==> src/rtl/gs_butterfly_if.sv <==
`timescale 1ns/1ps
// Handshake bus for the Gentleman-Sande butterfly: operand side and result side.
interface gs_butterfly_if #(
  parameter int data_width = 14
);
  logic                  in_valid;
  logic                  in_ready;
  logic [data_width-1:0] a;
  logic [data_width-1:0] b;
  logic [data_width-1:0] w;
  logic                  half_en;
  logic                  out_valid;
  logic                  out_ready;
  logic [data_width-1:0] x;
  logic [data_width-1:0] y;

  // Producer/consumer side (drives operands, accepts results).
  modport master (
    output in_valid, a, b, w, half_en, out_ready,
    input  in_ready, out_valid, x, y
  );

  // Butterfly side.
  modport slave (
    input  in_valid, a, b, w, half_en, out_ready,
    output in_ready, out_valid, x, y
  );
endinterface

==> src/rtl/gs_butterfly.sv <==
`timescale 1ns/1ps
// Inverse-NTT Gentleman-Sande butterfly, 4-stage pipeline:
//   x = (a + b) mod q,  y = ((a - b) mod q) * w mod q, optional halving mod q.
// S1 add/sub, S2 multiply, S3 Barrett estimate, S4 final correction + halving.
// A single global advance (en) stalls the whole pipe when the output is held.
module gs_butterfly #(
  parameter int                    data_width = 14,
  parameter logic [data_width-1:0] M          = 14'd12289
)(
  input  logic         clk,
  input  logic         rst,
  gs_butterfly_if.slave bus
);
  localparam int              DW = data_width;
  localparam int              BK = 2 * DW;                     // Barrett shift k
  localparam logic [63:0]     BM = (64'd1 << BK) / 64'(M);     // floor(2^k / q)
  localparam logic [DW:0]     QW = {1'b0, M};
  localparam logic [DW+1:0]   QR = {2'b00, M};

  // (v even) ? v/2 : (v+q)/2  -- multiplication by 2^-1 mod q
  function automatic logic [DW-1:0] halve(input logic [DW-1:0] v);
    logic [DW:0] s;
    s = {1'b0, v} + (v[0] ? QW : '0);
    return DW'(s >> 1);
  endfunction

  logic        en, accept;
  logic [4:1]  vld_q;

  assign en            = bus.out_ready || !vld_q[4];
  assign accept        = bus.in_valid && en;
  assign bus.in_ready  = en;
  assign bus.out_valid = vld_q[4];

  // S1 next-state: modular add and subtract, one correction each
  logic [DW:0]   sum, dif;
  logic [DW-1:0] s1_x_d, s1_d_d;
  always_comb begin
    sum    = {1'b0, bus.a} + {1'b0, bus.b};
    dif    = {1'b0, bus.a} - {1'b0, bus.b};
    s1_x_d = (sum >= QW) ? DW'(sum - QW) : DW'(sum);
    s1_d_d = dif[DW] ? DW'(dif + QW) : DW'(dif);
  end

  logic [DW-1:0] s1_x_q, s1_d_q, s1_w_q;
  logic          s1_h_q;
  // S1 registers
  always_ff @(posedge clk or posedge rst) begin
    if (rst) begin
      s1_x_q <= '0; s1_d_q <= '0; s1_w_q <= '0; s1_h_q <= 1'b0;
    end else if (en) begin
      s1_x_q <= s1_x_d; s1_d_q <= s1_d_d; s1_w_q <= bus.w; s1_h_q <= bus.half_en;
    end
  end

  logic [BK-1:0] s2_p_d, s2_p_q;
  logic [DW-1:0] s2_x_q;
  logic          s2_h_q;
  assign s2_p_d = BK'(s1_d_q) * BK'(s1_w_q);
  // S2 registers: full-width product
  always_ff @(posedge clk or posedge rst) begin
    if (rst) begin
      s2_p_q <= '0; s2_x_q <= '0; s2_h_q <= 1'b0;
    end else if (en) begin
      s2_p_q <= s2_p_d; s2_x_q <= s1_x_q; s2_h_q <= s1_h_q;
    end
  end

  // S3 next-state: Barrett quotient estimate and raw remainder (< 3q)
  logic [BK-1:0]   qhat;
  logic [DW+1:0]   s3_r_d;
  always_comb begin
    qhat   = BK'((64'(s2_p_q) * BM) >> BK);
    s3_r_d = (DW+2)'(64'(s2_p_q) - 64'(qhat) * 64'(M));
  end

  logic [DW+1:0] s3_r_q;
  logic [DW-1:0] s3_x_q;
  logic          s3_h_q;
  // S3 registers
  always_ff @(posedge clk or posedge rst) begin
    if (rst) begin
      s3_r_q <= '0; s3_x_q <= '0; s3_h_q <= 1'b0;
    end else if (en) begin
      s3_r_q <= s3_r_d; s3_x_q <= s2_x_q; s3_h_q <= s2_h_q;
    end
  end

  // S4 next-state: up to two subtractions of q, then optional halving
  logic [DW+1:0] r1, r2;
  logic [DW-1:0] x_d, y_d;
  always_comb begin
    r1  = (s3_r_q >= QR) ? s3_r_q - QR : s3_r_q;
    r2  = (r1 >= QR) ? r1 - QR : r1;
    x_d = s3_h_q ? halve(s3_x_q) : s3_x_q;
    y_d = s3_h_q ? halve(DW'(r2)) : DW'(r2);
  end

  logic [DW-1:0] x_q, y_q;
  // S4 output registers; held while the consumer stalls
  always_ff @(posedge clk or posedge rst) begin
    if (rst) begin
      x_q <= '0; y_q <= '0;
    end else if (en) begin
      x_q <= x_d; y_q <= y_d;
    end
  end
  assign bus.x = x_q;
  assign bus.y = y_q;

  // Valid shift register; a bubble enters whenever nothing is accepted
  always_ff @(posedge clk or posedge rst) begin
    if (rst)     vld_q <= '0;
    else if (en) vld_q <= {vld_q[3:1], accept};
  end
endmodule

==> src/flat_wrapper.sv <==
// flat-port wrapper written by rule: the top's interface ports become plain ports
module gs_butterfly_flat 
#(
  parameter int                    data_width = 14,
  parameter logic [data_width-1:0] M          = 14'd12289
)
  (clk, rst, bus_in_valid, bus_a, bus_b, bus_w, bus_half_en, bus_out_ready, bus_in_ready, bus_out_valid, bus_x, bus_y);
  gs_butterfly_if #(.data_width(data_width)) bus_i ();
  input  logic clk;
  input  logic rst;
  input wire logic [$bits(bus_i.in_valid)-1:0] bus_in_valid;
  input wire logic [$bits(bus_i.a)-1:0] bus_a;
  input wire logic [$bits(bus_i.b)-1:0] bus_b;
  input wire logic [$bits(bus_i.w)-1:0] bus_w;
  input wire logic [$bits(bus_i.half_en)-1:0] bus_half_en;
  input wire logic [$bits(bus_i.out_ready)-1:0] bus_out_ready;
  output wire logic [$bits(bus_i.in_ready)-1:0] bus_in_ready;
  output wire logic [$bits(bus_i.out_valid)-1:0] bus_out_valid;
  output wire logic [$bits(bus_i.x)-1:0] bus_x;
  output wire logic [$bits(bus_i.y)-1:0] bus_y;
  assign bus_i.in_valid = bus_in_valid;
  assign bus_i.a = bus_a;
  assign bus_i.b = bus_b;
  assign bus_i.w = bus_w;
  assign bus_i.half_en = bus_half_en;
  assign bus_i.out_ready = bus_out_ready;
  assign bus_in_ready = bus_i.in_ready;
  assign bus_out_valid = bus_i.out_valid;
  assign bus_x = bus_i.x;
  assign bus_y = bus_i.y;
  gs_butterfly #(.data_width(data_width), .M(M)) u_core (.clk(clk), .rst(rst), .bus(bus_i));
endmodule
==> config.mk <==
export PLATFORM = sky130hd
export DESIGN_NAME = gs_butterfly_flat
export DESIGN_NICKNAME = d
export VERILOG_FILES = /design/src/rtl/gs_butterfly_if.sv /design/src/rtl/gs_butterfly.sv /design/src/flat_wrapper.sv
export SDC_FILE = /design/constraint.sdc
export NUM_CORES = 1
export LEC_CHECK = 0
export ABC_AREA = 1
export BUFFER_PORTS_ARGS = -buffer_cell sky130_fd_sc_hd__buf_4
export CAP_MARGIN = 0
export CORE_ASPECT_RATIO = 1.4
export CORE_MARGIN = 10
export CORE_UTILIZATION = 35
export CTS_CLUSTER_DIAMETER = 100
export DETAILED_ROUTE_END_ITERATION = 6
export GPL_TIMING_DRIVEN = 0
export PLACE_DENSITY = 0.6
export SLEW_MARGIN = 20
export SYNTH_ARGS = -nofsm -noshare
export SYNTH_HDL_FRONTEND = slang
export SYNTH_SLANG_ARGS = --single-unit
==> constraint.sdc <==
create_clock -name clk -period 22.5 [get_ports clk]
set_input_delay 2.25 -clock clk [delete_from_list [all_inputs] [get_ports clk]]
set_output_delay 2.25 -clock clk [all_outputs]
set_load 0.01 [all_outputs]
==> reports/qor_table.md <==
| Group | Quantity | Reported |
| --- | --- | --- |
| clocking | Number of sinks on the clock net | 149 |
| clocking | Library cell used as clock root buffer | clkbuf_16 |
| floorplan | Starting Density | 0.353 |
| clocking | Buffers inserted by post-CTS timing repair | 0 |
| synth | Synthesized instance count | 3,199 |
| routing | Detailed-router iteration count before antenna repair | 7 |
| sta | Headroom to the max-slew limit | 0.349 |
| synth | Fraction of post-synthesis cell area in the top cell type by area | 0.231 |
| synth | Synthesis-stage register bit count | 149 |
| sta | Slew at the pin closest to its max-slew limit | 0.976 ns |
| sta | Setup TNS | 0 ns |
| floorplan | Die width | 245 microns |
| synth | Area contributors post-synth | fa_1 (23%), ha_1 (19%), dfrtp_1 (15%), inv_1 (12%), nand2_1 (11%) |
| cells and area | Multi-input logic area | 17,900 sq um |
| routing | Drt drc | 0 |
| routing | First DRT Iteration DRCs | 1,202 |
| synth | Mapped Nets | 3,913 |
| floorplan | Die height | 335 microns |
| synth | Basic-gate share of the synthesized area counting and, or, nand and nor cells | 0.181 |
| clocking | CTS resizes | 0 |
| sta | Number of failing setup endpoints in the final timing report | 0 |
| placed design | Detailed placer's ending HPWL | 61.6 mm |
| grt | Antenna violations before repair | 0 |
| synth | Register area share after synthesis | 0.150 |
| grt | Global-route wire length before repair | 114 mm |
| placed design | Port Buffer Count | 76 |
| clocking | TritonCTS clock tree | yes |
| floorplan | Area of the die | 82,200 sq um |
| synth | Compound-gate portion of the synthesized area | 0.0826 |
| clocking | Clock network latency to the later pin of the worst-skew pair | 0.47 ns |
| cells and area | Count of filler cells inserted in the layout | 7,343 |
| floorplan | Cell Rows | 115 |
| clocking | Clock tree buffer depth | 2 |
| synth | Area leader, netlist | fa_1 |
| sta | Setup repair after global routing missed its margin | false |
| synth | Ys Warns | 0 |
| synth | Largest family of logic cells by synthesized area | adder cells |
| synth | Area share of fa/ha/maj cells after synthesis | 0.422 |
| grt | Pin count of the biggest net entering global routing | 83 |
| worst setup path | Maximum fanout encountered on the critical timing path | 7 |
| clocking | Number of levels in the clock H-tree | 4 |
| sta | Clock tree skew after final layout | 0.0160 ns |
| worst setup path | Highest-delay cell along the critical path | dfrtp_1 |
| sta | Portion of the clock cycle consumed by the worst path in the final layout | 0.456 |
| worst setup path | Capturing element type of the critical path | register |
| floorplan | I/O pin count | 77 |
| cells and area | Final-stage net count | 4,009 |
| routing | Average wire per cell in the routed design | 17.0 microns |
| synth | Post-Synth XOR/XNOR Area | 0.0352 |
| sta | Timing-limited maximum frequency | 97.4 MHz |
| worst setup path | Cell seen most often among critical-path stages | nand2_1 |
| worst setup path | Arrival time worst endpoint | 10.65 ns |
| worst setup path | Required time of the worst setup path | 22.88 ns |
| outcome | Outcome | completed |
| routing | Sum of routed wire length over all layers | 72.0 mm |
| cells and area | Fraction of layout cells with a size suffix above 1 | 0.0574 |
| synth | Cell with the most instances after synthesis | inv_1 |
| synth | Count of unique library cells instantiated by Yosys | 47 |
| synth | Most common flop cell mapped by yosys | dfrtp_1 |
| floorplan | CORE AREA | 70,400 sq um |
| placed design | Placer congestion estimate | 0.954 |
| worst setup path | Startpoint type of the worst setup path | register |
| worst setup path | Worst setup path class | reg -> reg |
| grt | Total global routing track utilization | 0.178 |
| cells and area | Area taken by flip-flops and latches | 3730 sq um |
| grt | Remaining global-route overflow | 0 |
| synth | Most instantiated cells after synthesis | inv_1 (763), nand2_1 (720), ha_1 (380) |
| min path | Type of the tightest min-delay check | reg -> reg |
| synth | Count of flip-flops with a built-in enable after synthesis | 0 |
| routing | Overall via count from detail_route | 20,500 |
| cells and area | Antenna Cells | 0 |
| clocking | Number of buffers created by CTS | 17 |
| synth | Multiplexer share of the synthesized area | 0 |
| clocking | CTS clk-pin slew, worst paths | 0.08 ns |
| job | Max cap viols | 0 |
| synth | Synthesized cell area | 24,900 sq um |
| routing | Routed vias/inst | 4.83 |
| synth | Share of flip-flops with an asynchronous set or reset | 1.00 |
| sta | Pins over their slew limit | 0 |
| synth | Syn Area/Cell | 7.77 sq um |
| cells and area | Area growth from synthesis to layout | 9.61% |
| routing | Detail Route Antenna Nets | 0 |
| sta | Final Hold Violating Endpoints | 0 |
| worst setup path | Crit-path max cell delay | 0.63 ns |
| clocking | Number of buffers added to fix hold violations after cts | 0 |
| grt | Vias in the first global route | 21,100 |
| sta | Final period demand of the worst path | 10.26 ns |
-- kinds of logic after synthesis --
logic type                 Yosys count
DFF                                149
and+or+nand+nor                   1072
xor gates and xnor gates           100
adders and majority gates          667
buffers and inverters              844
AOI/OAI and AO/OA                  367
-- flip-flops by register name, indices dropped and copies added (netlist names), 4 cells and up --
| name | count |
|---|---|
| u_core.s3_x_q | 14 |
| u_core.s3_r_q | 16 |
| u_core.vld_q | 4 |
| u_core.bus.x | 14 |
| u_core.s1_x_q | 14 |
| u_core.s2_p_q | 28 |
| u_core.s2_x_q | 14 |
| u_core.s1_d_q | 14 |
| u_core.bus.y | 14 |
| u_core.s1_w_q | 14 |
-- final cells by class --
cell class	count	area share
Clock buffer	17	0.0156
Sequential cell	149	0.137
Clock inverter	15	0.00684
Tap cell	936	0.0430
Buffer	77	0.0120
Timing Repair Buffer	77	0.0219
Multi-Input combinational cell	2206	0.658
Inverter	767	0.106
-- cells in the final DEF, fill, tap and decap left out, drive strengths merged, types with 66 or more instances in the layout --
cell type	Yosys	layout
inv	766	773
nand2	740	740
ha	380	380
fa	287	287
o21ai	159	159
dfrtp	149	149
nor2	144	144
a21oi	132	132
nand3	105	105
buf	11	88
clkbuf	66	83
xor2	66	66
-- path summary, 6_finish.rpt --
path	startpoint	endpoint	slack [ns]	depth (start not counted)
max in group asynchronous	rst	u_core.s1_d_q[0]$_DFFE_PP0N_	19.84	3
min in group asynchronous	rst	u_core.bus.x[4]$_DFFE_PP0N_	1.84	2
max	u_core.s2_p_q[12]$_DFFE_PP0N_	u_core.s3_r_q[14]$_DFFE_PP0N_	12.24	49
min reg2reg	u_core.s2_x_q[5]$_DFFE_PP0N_	u_core.s3_x_q[5]$_DFFE_PP0N_	0.47	2
max reg2reg	u_core.s2_p_q[12]$_DFFE_PP0N_	u_core.s3_r_q[14]$_DFFE_PP0N_	12.24	49
min	u_core.s2_x_q[5]$_DFFE_PP0N_	u_core.s3_x_q[5]$_DFFE_PP0N_	0.47	2
-- layer usage --
layer  track usage  vias up  share of wire
met5             0        -              0
met4         0.105        0          0.065
met1         0.188     9922           0.38
li1              -    10000              -
met3        0.0140      151          0.025
met2         0.337      386           0.53
-- worst max-delay path: cells and delay by family, from the launching register on --
family	cells	cell delay, ns
compound gates	10	1.75
xor+xnor	1	0.56
fa+ha+maj	14	5.45
buf+inv	7	0.34
flops	1	0.63
simple gates	17	1.44
-- through the flow --
stage	setup slack, ns	hold slack (ns)	util	std cells	instance area (sq um)
5_1_grt	11.54	0.493	0.387	4244	27300
3_5_place_dp	12.23	0.454	0.379	4212	26600
3_3_place_gp	12.39	0.449	0.378	4211	26600
6_report	12.24	0.468	0.387	4244	27300
2_1_floorplan	13.63	0.420	-	3199	24900
4_1_cts	12.19	0.469	0.387	4244	27300
Power is left out: the tool's default activity adds up to more than one toggle a clock period on the data nets, which glitch-free logic cannot reach.
